**src/rtl/chiplib_pri_queue_store.sv**
```systemverilog
// Sorted-register priority queue storage: slot 0 always holds the highest-priority entry.
// Inserts land behind equal priorities, so ties leave the queue in FIFO order.
module chiplib_pri_queue_store #(
  parameter int unsigned DataWidth     = 64,
  parameter int unsigned PriorityWidth = 16,
  parameter int unsigned Depth         = 8
) (
  input  logic                             clk,
  input  logic                             rst_n,
  input  logic                             queue_push_valid,
  input  logic [DataWidth-1:0]             queue_push_data,
  input  logic [PriorityWidth-1:0]         queue_push_pri,
  output logic                             full,
  output logic                             pop_valid,
  input  logic                             pop_ready,
  output logic [DataWidth-1:0]             pop_data,
  output logic [PriorityWidth-1:0]         pop_pri,
  output logic                             empty,
  output logic [$clog2(Depth+1)-1:0]       count
);

  localparam int unsigned CountWidth = $clog2(Depth + 1);

  typedef struct packed {
    logic                     vld;
    logic [PriorityWidth-1:0] pri;
    logic [DataWidth-1:0]     data;
  } slot_t;

  slot_t                 slot_q  [Depth];
  slot_t                 slot_d  [Depth];
  slot_t                 slot_up [Depth];
  slot_t                 slot_dn [Depth];
  slot_t                 new_slot;
  logic [Depth-1:0]      ge;
  logic [Depth-1:0]      ge_prev;
  logic [Depth-1:0]      ge_next;
  logic [Depth-1:0]      ge_head;
  logic [CountWidth-1:0] count_q;
  logic [CountWidth-1:0] count_d;
  logic                  push;
  logic                  pop;

  // Neighbour views of the slot array and of the per-slot "keeps ahead of new entry" flags
  always_comb begin
    push     = queue_push_valid & ~full;
    pop      = pop_valid & pop_ready;
    new_slot = '{vld: 1'b1, pri: queue_push_pri, data: queue_push_data};
    for (int i = 0; i < Depth; i++) begin
      ge[i] = slot_q[i].vld && (slot_q[i].pri >= queue_push_pri);
    end
    ge_prev = {ge[Depth-2:0], 1'b1};
    ge_next = {1'b0, ge[Depth-1:1]};
    ge_head = {ge[Depth-1:1], 1'b1};
    slot_up[Depth-1] = '0;
    for (int i = 0; i < Depth - 1; i++) begin
      slot_up[i] = slot_q[i+1];
    end
    slot_dn[0] = '0;
    for (int i = 1; i < Depth; i++) begin
      slot_dn[i] = slot_q[i-1];
    end
  end

  // Per-slot next state; ge is a prefix of the valid slots, so the insert point is
  // where ge (or its shifted copy) first drops.
  always_comb begin
    count_d = count_q;
    for (int i = 0; i < Depth; i++) begin
      slot_d[i] = slot_q[i];
      if (push && !pop) begin
        if (ge[i]) begin
          slot_d[i] = slot_q[i];
        end else if (ge_prev[i]) begin
          slot_d[i] = new_slot;
        end else begin
          slot_d[i] = slot_dn[i];
        end
      end else if (push && pop) begin
        if (ge_next[i]) begin
          slot_d[i] = slot_up[i];
        end else if (ge_head[i]) begin
          slot_d[i] = new_slot;
        end else begin
          slot_d[i] = slot_q[i];
        end
      end else if (pop) begin
        slot_d[i] = slot_up[i];
      end
    end
    if (push && !pop) begin
      count_d = count_q + CountWidth'(1);
    end else if (pop && !push) begin
      count_d = count_q - CountWidth'(1);
    end
  end

  always_ff @(posedge clk or negedge rst_n) begin
    if (!rst_n) begin
      for (int i = 0; i < Depth; i++) begin
        slot_q[i] <= '0;
      end
      count_q   <= '0;
      full      <= 1'b0;
      empty     <= 1'b1;
      pop_valid <= 1'b0;
    end else begin
      for (int i = 0; i < Depth; i++) begin
        slot_q[i] <= slot_d[i];
      end
      count_q   <= count_d;
      full      <= (count_d == CountWidth'(Depth));
      empty     <= (count_d == '0);
      pop_valid <= (count_d != '0);
    end
  end

  assign count    = count_q;
  assign pop_data = slot_q[0].data;
  assign pop_pri  = slot_q[0].pri;

  // Upstream must gate push with ~full; the push is dropped if it does not.
  always @(posedge clk) begin
    if (rst_n) begin
      assert (!(queue_push_valid && full))
        else $error("chiplib_pri_queue_store: push while full");
    end
  end

endmodule

```
**config.mk**
```make
export PLATFORM = sky130hd
export DESIGN_NAME = chiplib_pri_queue_store
export DESIGN_NICKNAME = d
export VERILOG_FILES = /design/src/rtl/chiplib_pri_queue_store.sv
export SDC_FILE = /design/constraint.sdc
export NUM_CORES = 2
export LEC_CHECK = 0
export CAP_MARGIN = 20
export CORE_MARGIN = 4
export CORE_UTILIZATION = 60
export CTS_CLUSTER_DIAMETER = 80
export DETAILED_ROUTE_END_ITERATION = 7
export PLACE_DENSITY = 0.79
export SLEW_MARGIN = 20
export SYNTH_ARGS = -nofsm -noshare
export SYNTH_HDL_FRONTEND = slang
export SYNTH_SLANG_ARGS = --single-unit
```
**constraint.sdc**
```tcl
create_clock -name clk -period 3.95 [get_ports clk]
set_input_delay 1.185 -clock clk [delete_from_list [all_inputs] [get_ports clk]]
set_output_delay 1.185 -clock clk [all_outputs]
set_load 0.01 [all_outputs]
```
==> flow_metrics.env <==
export IMPL_outcome="completed"
export IMPL_dp_cells=5442
export IMPL_start_util_pct=60.84
export IMPL_rr_worst_depth=13
export IMPL_place_congestion=0.9036
export IMPL_num_rows=97
export IMPL_yosys_area_top_type_share_pct=38.28
export IMPL_firstDrtPassIters=8
export IMPL_crit_path_frequent_cell="buf_4"
export IMPL_slew_violations=0
export IMPL_synthFlopType="dfrtp_1"
export IMPL_synth_seq_cells=655
export IMPL_cp_cell_sequence="clkdlybuf4s50_1 > buf_4 > ha_1 > nand2b_1 > a2111oi_4 > nor4_1 > buf_4 > o31ai_4 > buf_4 > buf_12 > buf_12 > mux2i_1 > a21oi_1 > mux2_2"
export IMPL_cpMaxStageDelayCell="a2111oi_4"
export IMPL_worstSetupPathType="input port to register"
export IMPL_fmax_ghz=0.2565
export IMPL_tritoncts="yes"
export IMPL_yosys_cell_types_count=76
export IMPL_htree_levels=3
export IMPL_wl_per_cell_um=22.66
export IMPL_dieArea_mm2=0.07558
export IMPL_synth_xor_area_share_pct=0.06146
export IMPL_synthTopCellsByArea="dfrtp_1 (38%), mux2i_1 (7.0%), mux2_2 (6.0%)"
export IMPL_grt_max_degree=201
export IMPL_path_clk_slew_ns=0.06
export IMPL_synthAdderAreaFrac_pct=3.805
export IMPL_wl_um=126600
export IMPL_grt_pass1_wl_um=203900
export IMPL_synth_largest_area_cell="dfrtp_1"
export IMPL_drive_gt1_share_pct=17.00
export IMPL_r2r_slack_ns=0.77
export IMPL_cts_buffers=75
export IMPL_hp_class="input port to async pin"
export IMPL_critPathLaunchType="input port"
export IMPL_setup_viol=0
export IMPL_synth_top_family_by_area="compound AO/OA/AOI/OAI gates"
export IMPL_avgViaCountPerCell=6.911
export IMPL_fin_util_pct=70.08
export IMPL_grt_use_met2_pct=51.80
export IMPL_clock_skew_final_ns=0.02625
export IMPL_grt_busiest_layer="met2"
export IMPL_rr_startpoint="slot_dn[388]$_DFFE_PN0P_"
export IMPL_io_buffers=170
export IMPL_required_ns=4.46
export IMPL_clk_latency_ns=0.64
export IMPL_die_h_um=274.9
export IMPL_critPathArrivalTime_ns=4.40
export IMPL_cts_sinks=655
export IMPL_synthArstFlopShare_pct=100.0
export IMPL_hold_viol=0
export IMPL_drc_errors=0
export IMPL_grt_pass1_vias=37880
export IMPL_synthSimpleGateAreaFrac_pct=8.584
export IMPL_p_per_area_mw_per_mm2=988.8
export IMPL_max_cap_viol_count=0
export IMPL_max_vdd_ir_drop_uv=643.0
export IMPL_die_w_um=274.9
export IMPL_io_pins=171
export IMPL_gr_usage_met3_pct=5.887
export IMPL_syn_avg_cell_area_um2=9.215
export IMPL_yosysWarnings=0
export IMPL_synth_compound_area_share_pct=29.41
export IMPL_crit_fanout=15
export IMPL_ys_seq_area_share_pct=38.34
export IMPL_antenna_found_initial=0
export IMPL_cts_root_to_sink_buffers=3
export IMPL_gr_usage_met1_pct=45.24
export IMPL_syn_num_nets=4853
export IMPL_tightest_slew_ns=1.137
export IMPL_total_power_mw=48.69
export IMPL_antenna_left=0
export IMPL_core_area_mm2=0.07027
export IMPL_synth_edf_count=0
export IMPL_synthCells=4639
export IMPL_final_cells=5588
export IMPL_area_delta_synth_final_pct=15.19
export IMPL_via_count=38620
export IMPL_grt_overflow_total=0
export IMPL_dp_hpwl_um=80570
export IMPL_fin_crit_ns=3.898
export IMPL_groute_usage_overall_pct=32.63
export IMPL_critPathCaptureType="register"
export IMPL_dr_first_iter_drc_count=4312
export IMPL_synth_area_mm2=0.04275
export IMPL_max_slew_margin_pct=24.21
export IMPL_max_stage_delay_ns=0.45
export IMPL_r2r_end="slot_dn[268]$_DFFE_PN0P_"
export IMPL_antenna_cells=0
export IMPL_power_leakage_nw=21.86
export IMPL_grt_setup_unrepaired="yes"
export IMPL_cts_root_buf="clkbuf_16"
export IMPL_fin_nets=4801
export IMPL_synthMuxAreaShare_pct=12.99
export IMPL_fin_crit_sh_pct=98.68
-- power by group --
group,switching (mW),internal (mW)
Sequential,2.65,10.1
Clock,2.97,4.32
Combinational,15.4,13.2
Total,21.0,27.7
-- flip-flops by register name (all words and copies together) (netlist names) --
| signal | cells |
|---|---|
| slot_q | 81 |
| pop_valid | 1 |
| full | 1 |
| slot_dn | 487 |
| empty | 1 |
| pop_data | 64 |
| pop_pri | 16 |
| count | 4 |
-- repair_timing --
item                                    in CTS  in global routing
endpoints found under the setup margin       1                222
pin swaps                                    0                  5
hold buffers                                 0                  0
resized for setup                            1                 22
gates cloned                                 0                  2
buffers inserted                             0                  6
-- stage by stage --
step	area (um2)	worst slack, ns	TNS (ns)	hold slack (ns)
after global routing	49240	-0.02499	-0.1234	0.4623
final	49240	0.05202	0	0.4637
after global placement	46490	-0.5357	-259.47	0.4975
after CTS	49050	0.06124	0	0.4523
after floorplan	42760	0.04648	0	0.4807
after detailed placement	46490	-0.6412	-290.89	0.5001
-- how the worst max path moves through the flow --
stage | from | to | slack, ns | depth (start not counted)
finish | queue_push_pri[0] | slot_dn[268]$_DFFE_PN0P_ | 0.05 | 14
floorplan | queue_push_pri[2] | pop_pri[10]$_DFFE_PN0P_ | 0.05 | 11
global placement | queue_push_pri[10] | slot_dn[265]$_DFFE_PN0P_ | -0.54 | 14
CTS | queue_push_pri[0] | slot_dn[268]$_DFFE_PN0P_ | 0.06 | 13
global route | queue_push_pri[15] | slot_dn[145]$_DFFE_PN0P_ | -0.02 | 13
detailed placement | queue_push_pri[11] | slot_dn[236]$_DFFE_PN0P_ | -0.64 | 13
-- placed cells by master, fill, tap and decap left out, drive strengths merged, types with 19 or more instances in the layout --
master           n
nor2           191
a31oi           79
o22ai          113
o221ai          84
o21ai          482
and2            20
ha             130
a2111oi         19
buf            303
a21oi          306
mux2           229
a211o           80
nand3           86
mux2i          297
a221o           82
and3            68
inv             35
clkdlybuf4s50  169
a31o            65
clkbuf         118
nand2          393
a22oi           81
dfrtp          654
a21o           228
a211oi         177
-- area by class of cell --
cell class                 instances  area (um2)
multi-input combinational       3351       23700
fill                            5131       21030
sequential                       655       16390
timing repair buffer             473        5303
clock buffer                     117        2278
tap                              940        1176
clock inverter                    21       279.0
inverter                          31       116.4
-- cells by family after synthesis --
family,Yosys count
DFF,655
adders and majority gates,130
and+or+nand+nor,829
muxes,526
AOI/OAI and AO/OA,1863
buffers and inverters,633
xor gates and xnor gates,3
-- synth_stat cells, types with 78 or more instances --
master    instances
a211oi_1        176
a31oi_1          78
o221ai_1         84
nand3_1          86
o22ai_1         113
nand2_1         393
dfrtp_1         654
buf_2           107
buf_4           103
mux2_2          229
a21o_1          228
a22oi_1          81
o21ai_0         429
nor2_1          188
a211o_1          80
a21oi_1         306
a221o_1          82
ha_1            130
mux2i_1         297
clkbuf_1        372
-- critical path, delay by kind of cell --
family	cells	cell delay, ns
adders and majority gates	1	0.28
and+or+nand+nor	2	0.27
muxes	2	0.55
AOI/OAI and AO/OA	3	0.81
buffers and inverters	6	1.28
-- routing by layer --
| metal | up-vias | share of wire, % |
|---|---|---|
| met2 | 1965 | 46 |
| met3 | 327 | 9.0 |
| li1 | 17250 | - |
| met5 | - | 0 |
| met4 | 0 | 3.4 |
| met1 | 19070 | 42 |
(Power assumes the default switching activity.)
